$ cat src/rtl/record_serializer.sv
// record_serializer: buffers parsed records in a FIFO and serialises each one as a header word plus payload words.
module record_serializer #(
    parameter int REC_W = 296,
    parameter int DEPTH = 4
) (
    input  logic                       clk,
    input  logic                       reset,
    input  logic [0:REC_W-1]           rec_in,
    input  logic                       rec_in_val,
    output logic                       rec_in_ready,
    input  logic                       rec_in_lost,
    output logic [31:0]                word_out,
    output logic                       word_out_val,
    input  logic                       word_out_ready,
    output logic                       word_out_last,
    output logic [$clog2(DEPTH+1)-1:0] fifo_count
);
    localparam int PAY_BEATS = (REC_W + 31) / 32;
    localparam int CW = $clog2(DEPTH + 1);
    localparam int PW = $clog2(DEPTH);
    localparam int BW = PAY_BEATS > 1 ? $clog2(PAY_BEATS) : 1;
    localparam logic [BW-1:0] LAST_BEAT = BW'(PAY_BEATS - 1);
    typedef enum logic [1:0] {IDLE, HDR, PAY} state_t;
    state_t state;
    logic [0:REC_W-1] recMem [DEPTH];
    logic lostMem [DEPTH];
    logic [15:0] cntMem [DEPTH];
    logic [PW-1:0] wrPtr, rdPtr;
    logic [15:0] recCnt;
    logic [BW-1:0] beat;
    logic [0:REC_W-1] hold;
    logic [0:PAY_BEATS*32-1] padded;
    logic [31:0] payWords [PAY_BEATS];
    logic push, pop;
    logic [CW-1:0] nextCount;
    always_comb begin
        padded = '0;
        padded[0:REC_W-1] = hold;
    end
    for (genvar k = 0; k < PAY_BEATS; k++) begin : g_words
        assign payWords[k] = padded[32*k +: 32];
    end
    assign push = rec_in_val && rec_in_ready;
    assign pop = fifo_count != '0 &&
                 (state == IDLE || (state == PAY && beat == LAST_BEAT && word_out_ready));
    assign nextCount = fifo_count + CW'(push) - CW'(pop);
    // storage needs no reset: entries are only read after being written
    always_ff @(posedge clk) begin
        if (push) begin
            recMem[wrPtr] <= rec_in;
            lostMem[wrPtr] <= rec_in_lost;
            cntMem[wrPtr] <= recCnt;
        end
        if (pop) hold <= recMem[rdPtr];
    end
    always_ff @(posedge clk or posedge reset) begin
        if (reset) begin
            state <= IDLE;
            wrPtr <= '0;
            rdPtr <= '0;
            recCnt <= '0;
            beat <= '0;
            fifo_count <= '0;
            rec_in_ready <= 1'b0;
            word_out <= '0;
            word_out_val <= 1'b0;
            word_out_last <= 1'b0;
        end else begin
            fifo_count <= nextCount;
            rec_in_ready <= nextCount < CW'(DEPTH);
            if (push) begin
                wrPtr <= wrPtr + 1'b1;
                recCnt <= recCnt + 1'b1;
            end
            if (state == HDR && word_out_ready) begin
                state <= PAY;
                beat <= '0;
                word_out <= payWords[0];
                word_out_last <= PAY_BEATS == 1;
            end else if (state == PAY && word_out_ready) begin
                if (beat == LAST_BEAT) begin
                    state <= IDLE;
                    word_out <= '0;
                    word_out_val <= 1'b0;
                    word_out_last <= 1'b0;
                end else begin
                    beat <= beat + 1'b1;
                    word_out <= payWords[beat + 1'b1];
                    word_out_last <= beat + 1'b1 == LAST_BEAT;
                end
            end
            // a pop overrides the end-of-record idle so records follow without a bubble
            if (pop) begin
                rdPtr <= rdPtr + 1'b1;
                state <= HDR;
                word_out <= {lostMem[rdPtr], 15'b0, cntMem[rdPtr]};
                word_out_val <= 1'b1;
                word_out_last <= 1'b0;
            end
        end
    end
endmodule

$ cat config.mk
export PLATFORM = sky130hd
export DESIGN_NAME = record_serializer
export DESIGN_NICKNAME = d
export VERILOG_FILES = /design/src/rtl/record_serializer.sv
export SDC_FILE = /design/constraint.sdc
export NUM_CORES = 1
export LEC_CHECK = 0
export CELL_PAD_IN_SITES_DETAIL_PLACEMENT = 0
export CELL_PAD_IN_SITES_GLOBAL_PLACEMENT = 1
export CORE_MARGIN = 4
export CORE_UTILIZATION = 53
export DETAILED_ROUTE_END_ITERATION = 16
export PLACE_DENSITY = 0.77
export SKIP_LAST_GASP = 1
export SYNTH_ARGS = -nofsm -noshare
export SYNTH_HDL_FRONTEND = slang
export SYNTH_SLANG_ARGS = --single-unit
$ cat constraint.sdc
create_clock -name clk -period 11.5 [get_ports clk]
set_input_delay 1.725 -clock clk [delete_from_list [all_inputs] [get_ports clk]]
set_output_delay 1.725 -clock clk [all_outputs]
set_load 0.05 [all_outputs]
==> results.tsv <==
metric	value	unit
synth_top_family_by_area	multiplexers	
grt_max_degree	178	
detailed_place_hpwl	79.03	mm
period_share	41.17	%
gr-usage-all-layers	22.30	%
cp-end-kind	flip-flop	
setup_tns	0	ns
yosys-mux-area-fraction	14.05	%
crit_cells	4	
die-area	117300	um2
worstHoldStart	hold[267]$_DFFE_PP_	
cts_resized	0	
clk_latency	0.74	ns
r2r-start	beat[0]$_DFFE_PP0P_	
fin_nets	3229	
slowest_delay	1.07	ns
async_flop_share	3.970	%
fmax	0.2112	GHz
wirelength	128.9	mm
r2r_cells	8	
final-hold-violation-count	0	
irDropWorstVdd	254.1	uV
cp_max_fo	75	
filler_cell_count	7382	
crit_family	buffers and inverters	
htree_levels	4	
path_clk_slew	0.06	ns
min_period	4.735	ns
critPathRequiredTime	11.87	ns
seqCellArea	48100	um2
die-height	342.6	um
dpl_worst_slack	5.912	ns
clock_skew	0.03177	ns
route.vias.total	27018	
fin_ws	6.765	ns
layout_common_cells	edfxtp_1 (1,548), mux4_2 (361), clkdlybuf4s50_1 (338)	
hold_path_class	flip-flop to flip-flop	
p_leak	22.10	nW
critPathSlowestCell	buf_4	
wl_per_cell	28.36	um
worstMarginPinSlew	1.253	ns
rsz0062_at_grt	no	
areaGrowthSynthToFinish	17.15	%
drt_first_iter_violations	2861	
worst_ep_arrival_time	5.10	ns
synthAdderAreaFrac	0.2236	%
yosysUniqueCellTypes	52	
drive_above_1_share	21.25	%
numClockSinks	1612	
r2r_slack	7.09	ns
grt_overflow	0	
boundaryPins	339	
synth_edf_count	1548	
setup_viol	0	
multiInputGateArea	10630	um2
power_density	252.7	nW/um2
avgSynthCellArea	23.71	um2
rows	122	
syn-cell-area	59320	um2
hold_depth	2	
drv_cap	0	
max_slew_margin	16.47	%
clock_path_buffers	3	
gp_congestion	0.8085	
synth-seq-cells	1612	
synth_xor_area_share	0.3818	%
grt_pass1_wl	190.2	mm
die_x	342.6	um
layout_commonest_cell	edfxtp_1	
vias_per_cell	5.946	
antenna_found_initial	28	
port_buffers	338	
min_to	word_out[20]$_DFFE_PP0P_	
outcome	finished, final reports clean	
first_global_vias	28014	
synth_compound_area_share	1.597	%
postRouteAntennaNets	0	
cts_root_buffer	clkbuf_16	
synth-simple-area-share	1.514	%
r2r-end	hold[147]$_DFFE_PP_	
postCtsHoldBufs	0	
drt_pre_antenna_iters	7	
cts_made_buffers	157	
dominantRegCellSynth	edfxtp_1	
route.detailed.drc	0	
cts_tree	yes	
synth_warnings	0	
critPathMostFrequentCell	buf_4	
core	110800	um2
initial_core_util	53.53	%
path_class	input port to flip-flop	
syn_inst	2502	
post_cts_buffers	0	
slew_viol_final	0	
synth-seq-area-share	81.06	%
synth_nets	2813	
worstPathCellList	clkdlybuf4s50_1 -> and3_4 -> buf_4 -> buf_4	
start_kind	input port	
critPathBufInv	3	
[synth_stat cells (all sizes together), types with 2 or more instances]
| cell | count | area [um2] |
|---|---|---|
| edfxtp | 1548 | 46480 |
| nor2 | 35 | 131.4 |
| nand4 | 9 | 56.30 |
| xnor2 | 13 | 113.9 |
| dfrtp | 64 | 1602 |
| nor2b | 17 | 106.4 |
| o22ai | 8 | 50.05 |
| a221oi | 17 | 148.9 |
| buf | 70 | 352.8 |
| a21oi | 18 | 90.09 |
| a22oi | 7 | 52.55 |
| mux2 | 5 | 56.30 |
| mux4 | 361 | 8130 |
| inv | 46 | 172.7 |
| o31ai | 2 | 15.01 |
| or3 | 2 | 12.51 |
| mux2i | 15 | 150.1 |
| and2 | 3 | 18.77 |
| nand2 | 80 | 300.3 |
| nand3 | 26 | 130.1 |
| nand2b | 2 | 12.51 |
| o21ai | 23 | 115.1 |
| o2bb2ai | 15 | 187.7 |
| xor2 | 12 | 112.6 |
| a32oi | 9 | 78.83 |
| nor3 | 9 | 55.05 |
| a222oi | 8 | 80.08 |
| o211ai | 7 | 52.55 |
| ha | 9 | 112.6 |
| nand3b | 2 | 15.01 |
| clkbuf | 44 | 168.9 |
| and3 | 5 | 31.28 |
[flip-flops by register name, indices dropped and copies added, names as in the netlist, 2 cells and up]
name / count
recMem: 1184
hold: 296
cntMem: 64
word_out: 32
recCnt: 16
beat: 4
lostMem: 4
fifo_count: 3
rdPtr: 2
state: 2
wrPtr: 2
[per-layer routing]
metal  track usage [%]  part of all wire (%)  wire, um  up-vias
li1                  -                     -         -    11401
met1             31.22                    39     50340    14333
met2             35.92                    50     64810     1073
met3             4.878                   8.1     10430      193
met4             6.663                   2.4      3157       18
met5                 0                 0.098       126        -
[worst min-delay path, stage by stage (launching register included)]
cell	delay, ns
edfxtp_1	0.32
a222oi_1	0.09
nand2_1	0.07
[worst max path at each step]
stage | start | endpoint
3_5_place_dp | word_out_ready | hold[164]$_DFFE_PP_
5_1_grt | word_out_ready | hold[147]$_DFFE_PP_
6_report | rec_in_val | recMem[0][110]$_DFFE_PP_
4_1_cts | rec_in_val | recMem[0][69]$_DFFE_PP_
3_3_place_gp | word_out_ready | hold[240]$_DFFE_PP_
2_1_floorplan | rec_in_val | cntMem[3][0]$_DFFE_PP_
[cells by family (layout without fill, tap and decap cells)]
logic type,count (synthesis),count (layout)
flip-flops,1612,1612
other,0,16
adder cells (fa/ha/maj),10,10
AO/OA/AOI/OAI,121,121
AND/OR/NAND/NOR,193,193
multiplexers,381,381
XOR/XNOR,25,25
buffers and inverters,160,698
[through the flow]
step           hold WS (ns)  util, %  instance area (um2)  std cells  total power (W)
6_report             0.5041    62.71                69500       4544          0.01756
5_1_grt              0.5291    62.69                69470       4533          0.01833
4_1_cts              0.5042    62.68                69460       4528          0.01777
3_5_place_dp         0.4929    58.18                64480       4247          0.01283
3_3_place_gp         0.4726    58.18                64480       4247          0.01274
2_1_floorplan        0.4678        -                59320       2502          0.01144
[where the power goes]
part	switching, W	internal (W)
sequential	0.000428	0.00772
combinational	0.00259	0.00190
clock	0.00210	0.00283
[final cells by class]
cell class                 instances  area share [%]
sequential                      1612           69.21
multi-input combinational        730           15.30
clock buffer                     202           6.078
timing repair buffer             371           5.333
tap                             1488           2.679
clock inverter                    79           1.086
inverter                          46          0.2610
antenna                           16         0.05761
No activity file was read; power rests on OpenSTA's default activity.
